==> src/rtl/norm_shift_unit_pkg.sv <==
`default_nettype none
// ============================================================================
//  Module      : norm_shift_unit_pkg
//  Description : Shared FSM state encoding, mode count limits and stage-count
//                helper for the normaliser (norm_shift_unit) and its step.
//  Revision    : 1.0 - initial release
// ============================================================================
package norm_shift_unit_pkg;

    // Default operand width and matching count width.
    localparam int c_DEF_WIDTH = 32;
    localparam int c_DEF_CNT_W = $clog2(c_DEF_WIDTH) + 1;

    // FSM state encoding (explicit width, legacy-compatible constants).
    typedef logic [1:0] state_t;
    localparam state_t c_ST_IDLE = 2'd0;
    localparam state_t c_ST_RUN  = 2'd1;
    localparam state_t c_ST_FIN  = 2'd2;

    // Largest shift count in leading-zero mode: an all-zero operand shifts WIDTH.
    function automatic int f_max_lz(input int width);
        return width;
    endfunction

    // Largest shift count in sign mode: the sign bit itself is never redundant.
    function automatic int f_max_ls(input int width);
        return width - 1;
    endfunction

    // Number of binary-search stages needed to cover WIDTH-1 shifts.
    function automatic int f_stage_cnt(input int width);
        return $clog2(width);
    endfunction

endpackage : norm_shift_unit_pkg
`default_nettype wire

==> src/rtl/norm_shift_unit_if.sv <==
`default_nettype none
// ============================================================================
//  Module      : norm_shift_unit_if
//  Description : Start/done request bus between the core and the normaliser.
//                master = requester (core), slave = normaliser.
//  Revision    : 1.0 - initial release
// ============================================================================
interface norm_shift_unit_if #(
    parameter int WIDTH = 32,
    parameter int CNT_W = $clog2(WIDTH) + 1
);
    logic             start;
    logic [WIDTH-1:0] data_in;
    logic             sign_mode;
    logic             busy;
    logic             done;
    logic [WIDTH-1:0] norm_out;
    logic [CNT_W-1:0] sa_out;
    logic             zero_out;

    modport master (
        output start, data_in, sign_mode,
        input  busy, done, norm_out, sa_out, zero_out
    );

    modport slave (
        input  start, data_in, sign_mode,
        output busy, done, norm_out, sa_out, zero_out
    );
endinterface : norm_shift_unit_if
`default_nettype wire

==> src/rtl/norm_shift_unit_norm_step.sv <==
`default_nettype none
// ============================================================================
//  Module      : norm_step
//  Description : Combinational test-and-shift. Shifts the work word left by
//                i_s when the top i_s bits are zero (leading-zero mode) or the
//                top i_s+1 bits are all equal (sign mode).
//  Revision    : 1.0 - initial release
// ============================================================================
module norm_step
    import norm_shift_unit_pkg::*;
#(
    parameter int WIDTH = 32,
    parameter int CNT_W = $clog2(WIDTH) + 1
) (
    input  wire logic [WIDTH-1:0] i_w,
    input  wire logic [CNT_W-1:0] i_s,
    input  wire logic             i_sign_mode,
    output logic      [WIDTH-1:0] o_w,
    output logic                  o_shifted
);
    localparam logic [WIDTH-1:0] c_ONES = '1;
    localparam logic [CNT_W:0]   c_ONE  = (CNT_W+1)'(1);

    logic [CNT_W:0]   w_s_plus1;
    logic [WIDTH-1:0] w_mask_s;
    logic [WIDTH-1:0] w_mask_s1;
    logic [WIDTH-1:0] w_top_s1;

    // Masks selecting the top s and top s+1 bits; decide whether to shift.
    always_comb begin
        w_s_plus1 = {1'b0, i_s} + c_ONE;
        w_mask_s  = ~(c_ONES >> i_s);
        w_mask_s1 = ~(c_ONES >> w_s_plus1);
        w_top_s1  = i_w & w_mask_s1;
        if (i_sign_mode) begin
            o_shifted = (w_top_s1 == '0) || (w_top_s1 == w_mask_s1);
        end else begin
            o_shifted = ((i_w & w_mask_s) == '0);
        end
        o_w = o_shifted ? (i_w << i_s) : i_w;
    end

endmodule : norm_step
`default_nettype wire

==> src/rtl/norm_shift_unit.sv <==
`default_nettype none
// ============================================================================
//  Module      : norm_shift_unit
//  Description : Multi-cycle normaliser (CLZ / CLS). Returns the left-justified
//                operand and the shift amount so norm_out == data_in << sa_out.
//                Build option NORM_SHIFT_FAST_EN: binary search, fixed latency
//                of log2(WIDTH)+2; otherwise serial one-bit-per-cycle search.
//  Revision    : 1.0 - initial release
// ============================================================================
module norm_shift_unit
    import norm_shift_unit_pkg::*;
#(
    parameter int WIDTH = 32,
    parameter int CNT_W = $clog2(WIDTH) + 1
) (
    input  wire logic        clk,
    input  wire logic        rst_n,
    norm_shift_unit_if.slave bus
);
    localparam logic [CNT_W-1:0] c_MAX_LZ = CNT_W'(f_max_lz(WIDTH));
    localparam logic [CNT_W-1:0] c_MAX_LS = CNT_W'(f_max_ls(WIDTH));
    localparam logic [CNT_W-1:0] c_ONE    = CNT_W'(1);

    state_t           r_state;
    logic [WIDTH-1:0] r_work;
    logic             r_mode;
    logic [CNT_W-1:0] r_cnt;
    logic [WIDTH-1:0] r_norm;
    logic [CNT_W-1:0] r_sa;
    logic             r_zero;
    logic             r_done;

    logic [CNT_W-1:0] w_s;
    logic [WIDTH-1:0] w_step_w;
    logic             w_shifted;
    logic [CNT_W-1:0] w_max;

`ifdef NORM_SHIFT_FAST_EN
    localparam logic [CNT_W-1:0] c_FIRST_STEP = CNT_W'(1 << (f_stage_cnt(WIDTH) - 1));

    // Current binary-search step size; zero marks the final fix-up cycle.
    logic [CNT_W-1:0] r_step;
    logic             w_take;
    assign w_s    = r_step;
    // Never let a step push the count past the mode's limit.
    assign w_take = w_shifted &&
                    (({1'b0, r_cnt} + {1'b0, r_step}) <= {1'b0, w_max});
`else
    logic w_stop;
    assign w_s    = c_ONE;
    assign w_stop = !w_shifted || (r_cnt == w_max);
`endif

    assign w_max = r_mode ? c_MAX_LS : c_MAX_LZ;

    norm_step #(
        .WIDTH (WIDTH),
        .CNT_W (CNT_W)
    ) u_norm_step (
        .i_w         (r_work),
        .i_s         (w_s),
        .i_sign_mode (r_mode),
        .o_w         (w_step_w),
        .o_shifted   (w_shifted)
    );

    // Job sequencing: accept in IDLE, search in RUN, publish results in FIN.
    always_ff @(posedge clk) begin
        if (!rst_n) begin
            r_state <= c_ST_IDLE;
            r_work  <= '0;
            r_mode  <= 1'b0;
            r_cnt   <= '0;
            r_norm  <= '0;
            r_sa    <= '0;
            r_zero  <= 1'b0;
            r_done  <= 1'b0;
`ifdef NORM_SHIFT_FAST_EN
            r_step  <= '0;
`endif
        end else begin
            r_done <= 1'b0;
            case (r_state)
                c_ST_IDLE: begin
                    if (bus.start) begin
                        r_work  <= bus.data_in;
                        r_mode  <= bus.sign_mode;
                        r_cnt   <= '0;
`ifdef NORM_SHIFT_FAST_EN
                        r_step  <= c_FIRST_STEP;
`endif
                        r_state <= c_ST_RUN;
                    end
                end
                c_ST_RUN: begin
`ifdef NORM_SHIFT_FAST_EN
                    if (r_step != '0) begin
                        if (w_take) begin
                            r_work <= w_step_w;
                            r_cnt  <= r_cnt + r_step;
                        end
                        r_step <= r_step >> 1;
                    end else begin
                        // After the search an all-zero word still needs one
                        // more count to reach WIDTH in leading-zero mode.
                        if (!r_mode && !r_work[WIDTH-1]) begin
                            r_cnt <= r_cnt + c_ONE;
                        end
                        r_state <= c_ST_FIN;
                    end
`else
                    if (w_stop) begin
                        r_state <= c_ST_FIN;
                    end else begin
                        r_work <= w_step_w;
                        r_cnt  <= r_cnt + c_ONE;
                    end
`endif
                end
                c_ST_FIN: begin
                    r_norm  <= r_work;
                    r_sa    <= r_cnt;
                    r_zero  <= (r_cnt == w_max);
                    r_done  <= 1'b1;
                    r_state <= c_ST_IDLE;
                end
                default: begin
                    r_state <= c_ST_IDLE;
                end
            endcase
        end
    end

    assign bus.busy     = (r_state != c_ST_IDLE);
    assign bus.done     = r_done;
    assign bus.norm_out = r_norm;
    assign bus.sa_out   = r_sa;
    assign bus.zero_out = r_zero;

endmodule : norm_shift_unit
`default_nettype wire

==> src/flat_wrapper.sv <==
// flat-port wrapper written by rule: the top's interface ports become plain ports
module norm_shift_unit_flat import norm_shift_unit_pkg::*;
#(
    parameter int WIDTH = 32,
    parameter int CNT_W = $clog2(WIDTH) + 1
)
  (clk, rst_n, bus_start, bus_data_in, bus_sign_mode, bus_busy, bus_done, bus_norm_out, bus_sa_out, bus_zero_out);
  norm_shift_unit_if #(.WIDTH(WIDTH), .CNT_W(CNT_W)) bus_i ();
  input  wire logic clk;
  input  wire logic rst_n;
  input wire logic [$bits(bus_i.start)-1:0] bus_start;
  input wire logic [$bits(bus_i.data_in)-1:0] bus_data_in;
  input wire logic [$bits(bus_i.sign_mode)-1:0] bus_sign_mode;
  output wire logic [$bits(bus_i.busy)-1:0] bus_busy;
  output wire logic [$bits(bus_i.done)-1:0] bus_done;
  output wire logic [$bits(bus_i.norm_out)-1:0] bus_norm_out;
  output wire logic [$bits(bus_i.sa_out)-1:0] bus_sa_out;
  output wire logic [$bits(bus_i.zero_out)-1:0] bus_zero_out;
  assign bus_i.start = bus_start;
  assign bus_i.data_in = bus_data_in;
  assign bus_i.sign_mode = bus_sign_mode;
  assign bus_busy = bus_i.busy;
  assign bus_done = bus_i.done;
  assign bus_norm_out = bus_i.norm_out;
  assign bus_sa_out = bus_i.sa_out;
  assign bus_zero_out = bus_i.zero_out;
  norm_shift_unit #(.WIDTH(WIDTH), .CNT_W(CNT_W)) u_core (.clk(clk), .rst_n(rst_n), .bus(bus_i));
endmodule
==> config.mk <==
export PLATFORM = sky130hd
export DESIGN_NAME = norm_shift_unit_flat
export DESIGN_NICKNAME = d
export VERILOG_FILES = /design/src/rtl/norm_shift_unit_pkg.sv /design/src/rtl/norm_shift_unit_if.sv /design/src/rtl/norm_shift_unit_norm_step.sv /design/src/rtl/norm_shift_unit.sv /design/src/flat_wrapper.sv
export SDC_FILE = /design/constraint.sdc
export NUM_CORES = 1
export LEC_CHECK = 0
export CORE_ASPECT_RATIO = 1.75
export CORE_MARGIN = 3
export CORE_UTILIZATION = 54
export CTS_CLUSTER_DIAMETER = 60
export CTS_CLUSTER_SIZE = 25
export DETAILED_ROUTE_END_ITERATION = 7
export PLACE_DENSITY = 0.83
export SLEW_MARGIN = 25
export SYNTH_ARGS = -nofsm -noshare
export SYNTH_HDL_FRONTEND = slang
export SYNTH_HIERARCHICAL = 1
export SYNTH_SLANG_ARGS = --single-unit
==> constraint.sdc <==
create_clock -name clk -period 7.27 [get_ports clk]
set_input_delay 0.727 -clock clk [delete_from_list [all_inputs] [get_ports clk]]
set_output_delay 0.727 -clock clk [all_outputs]
set_load 0.005 [all_outputs]
==> results.sh <==
export IMPL_status="finished, final reports clean"
export IMPL_min_period_ns=4.00
export IMPL_ff2ff_path_depth=11
export IMPL_hold_end="u_core/bus.norm_out[23]"
export IMPL_antenna_left=0
export IMPL_synth_cell_types=74
export IMPL_numPortBuffers=76
export IMPL_power_leakage_nw=2.65
export IMPL_drc=0
export IMPL_syn_avg_cell_area_sq_um=7.87
export IMPL_antenna_cells=0
export IMPL_period_share_pct=55.1
export IMPL_first_pass_iters=8
export IMPL_final_hold_viol_count=0
export IMPL_arrival_ns=4.20
export IMPL_die_w_um=91.6
export IMPL_grt_max_degree=74
export IMPL_area_growth_pct=11.6
export IMPL_hold_path_depth=2
export IMPL_critical_path_slowest_cell="nand4_1"
export IMPL_cts_root_buffer="clkbuf_16"
export IMPL_p_per_area_nw_per_um2=174
export IMPL_die_area_sq_um=14300
export IMPL_tightest_slew_ns=0.826
export IMPL_overflow=0
export IMPL_r2r_end="u_core/r_work[8]"
export IMPL_startpoint="u_core/r_work[31]"
export IMPL_synth_edff_count=0
export IMPL_io_pins=77
export IMPL_ctsResizeCount=0
export IMPL_final_nets=920
export IMPL_cts_tree="done"
export IMPL_max_freq_mhz=250
export IMPL_slowest_delay_ns=0.78
export IMPL_fin_tns_setup_ns=0
export IMPL_hold_path_class="register to register"
export IMPL_grt_pass1_wl_um=40800
export IMPL_worstSetupStartpointType="register"
export IMPL_final_setup_worst_slack_ns=3.27
export IMPL_start_util_pct=55.4
export IMPL_hp_start="u_core/bus.norm_out[23]"
export IMPL_grt_pass1_vias=7018
export IMPL_cts_setup_buffers=0
export IMPL_syn_cell_area_sq_um=6930
export IMPL_fillers=1111
export IMPL_drive_above_1_share_pct=9.13
export IMPL_slew_limit_headroom_pct=43.4
export IMPL_cts_made_buffers=9
export IMPL_clock_path_buffers=2
export IMPL_critPathKind="register to register"
export IMPL_crit_required_ns=7.47
export IMPL_slew_viol_final=0
export IMPL_max_vdd_ir_drop_mv=0.0992
export IMPL_place_gp_congestion=1.10
export IMPL_cts_sinks=81
export IMPL_antenna_found_initial=0
export IMPL_cts_hold_buf=0
export IMPL_yosysWarningCount=6
export IMPL_rows=54
export IMPL_cts_max_level=3
export IMPL_coreArea_sq_um=12500
export IMPL_clkTransAtPathRegs_ns=0.06
export IMPL_rsz0062_at_grt="no"
export IMPL_drt_wl_total_um=26700
export IMPL_dp_hpwl_um=18000
export IMPL_worst_path_most_repeated_cell="a21oi_1"
export IMPL_finClkSkew_ns=0.00581
export IMPL_num_vias=7436
export IMPL_ys_seq_area_share_pct=23.4
export IMPL_total_power_mw=1.34
export IMPL_wire_per_inst_um=25.3
export IMPL_track_usage_pct=36.9
export IMPL_worstReg2RegStart="u_core/r_work[31]"
export IMPL_synthFlopType="dfxtp_1"
export IMPL_dpl_worst_slack_ns=3.56
export IMPL_cp_cell_sequence="a21oi_1, o2bb2ai_1, a21oi_1, a2111oi_0, nand4_1, and3_1, inv_1, nand3b_1, nor3_4, buf_4, o32ai_1"
export IMPL_final_cell_mix="nand2_1 (123), a21oi_1 (83), dfxtp_1 (81)"
export IMPL_syn_inst=880
export IMPL_die_y_um=156
export IMPL_clk_latency_ns=0.34
export IMPL_async_flop_share_pct=0
export IMPL_vias_per_cell=7.05
export IMPL_cp_max_fo=33
export IMPL_drt_initial_drc_count=1114
export IMPL_end_kind="register"
export IMPL_synth_seq_cells=81
export IMPL_final_common_cell="nand2_1"
export IMPL_setup_viol=0
export IMPL_worst_r2r_setup_slack_ns=3.27
export IMPL_cap_violations=0
-- through the flow --
stage	cells	instance area, sq um	util [%]	hold slack [ns]
finish	1055	7730	61.9	0.451
global route	1055	7730	61.9	0.477
CTS	1055	7730	61.9	0.455
detailed placement	1040	7470	59.8	0.447
global placement	1040	7470	59.7	0.441
floorplan	887	6950	-	0.442
-- kinds of logic (layout without fill, tap and decap cells) --
group,after synthesis,count (layout),synth area share (%)
muxes,106,106,19.7
and+or+nand+nor,274,274,19.3
adders and majority gates,1,1,0.181
AOI/OAI and AO/OA,269,269,26.9
buffers and inverters,147,147,10.4
other,2,9,0.108
DFF,81,81,23.4
-- sequential cells by signal, summed over array words and instances, names as in the netlist --
| name | cells |
|---|---|
| u_core/bus.norm_out | 32 |
| u_core/r_cnt | 6 |
| u_core/r_state | 2 |
| u_core/bus.sa_out | 6 |
| u_core/r_mode | 1 |
| u_core/bus.zero_out | 1 |
| u_core/r_work | 32 |
| u_core/bus.done | 1 |
-- Yosys cell counts (11+ instances only) --
cell      count  area [sq um]
nand4_1      26           163
nand3_1      14          70.1
o21ai_0      25           125
a21oi_1      83           415
a211o_1      11          96.3
buf_6        11           124
buf_2        34           170
mux2i_1      65           651
nor2_1       38           143
clkbuf_1     42           158
o31ai_1      20           150
inv_1        42           158
o32ai_1      30           263
dfxtp_1      81          1620
mux2_2       14           158
nand2_1     124           465
mux4_2       20           450
a31oi_1      12          75.1
-- area by class of cell --
type / count / area, sq um / area share [%]
clock buffers: 11 / 233 / 3.01
well taps: 168 / 210 / 2.72
multi-input cells: 659 / 4620 / 59.8
flip-flops and latches: 81 / 1620 / 21.0
inverters: 44 / 165 / 2.14
repair buffers: 88 / 851 / 11.0
clock inverters: 4 / 28.8 / 0.372
-- power by group --
part	switching (mW)	total [mW]	internal, mW
Clock	0.186	0.416	0.230
Sequential	0.0624	0.526	0.464
Combinational	0.234	0.399	0.166
Total	0.482	1.34	0.860
-- per-layer routing --
metal	vias up	routed length (um)	GRT usage [%]	share of wire [%]
met5	-	0	0	0
met3	161	2550	6.27	9.6
li1	3266	-	-	-
met1	3445	9130	43.0	34
met4	0	2170	25.4	8.1
met2	564	12800	61.2	48
-- worst max-delay path, delay by kind of cell (launching register included) --
kind	cells	cell delay [ns]
AND/OR/NAND/NOR	4	1.81
buffers and inverters	2	0.49
flip-flops	1	0.39
AO/OA/AOI/OAI	5	1.14
-- worst max path at each step --
stage,endpoint,depth (start not counted)
6_report,u_core/r_work[8],11
5_1_grt,u_core/r_work[20],11
4_1_cts,u_core/r_work[8],12
3_5_place_dp,u_core/r_work[8],12
3_3_place_gp,u_core/r_work[20],10
2_1_floorplan,u_core/r_work[23],14
Note: power is estimated with default switching activity, not from simulation.
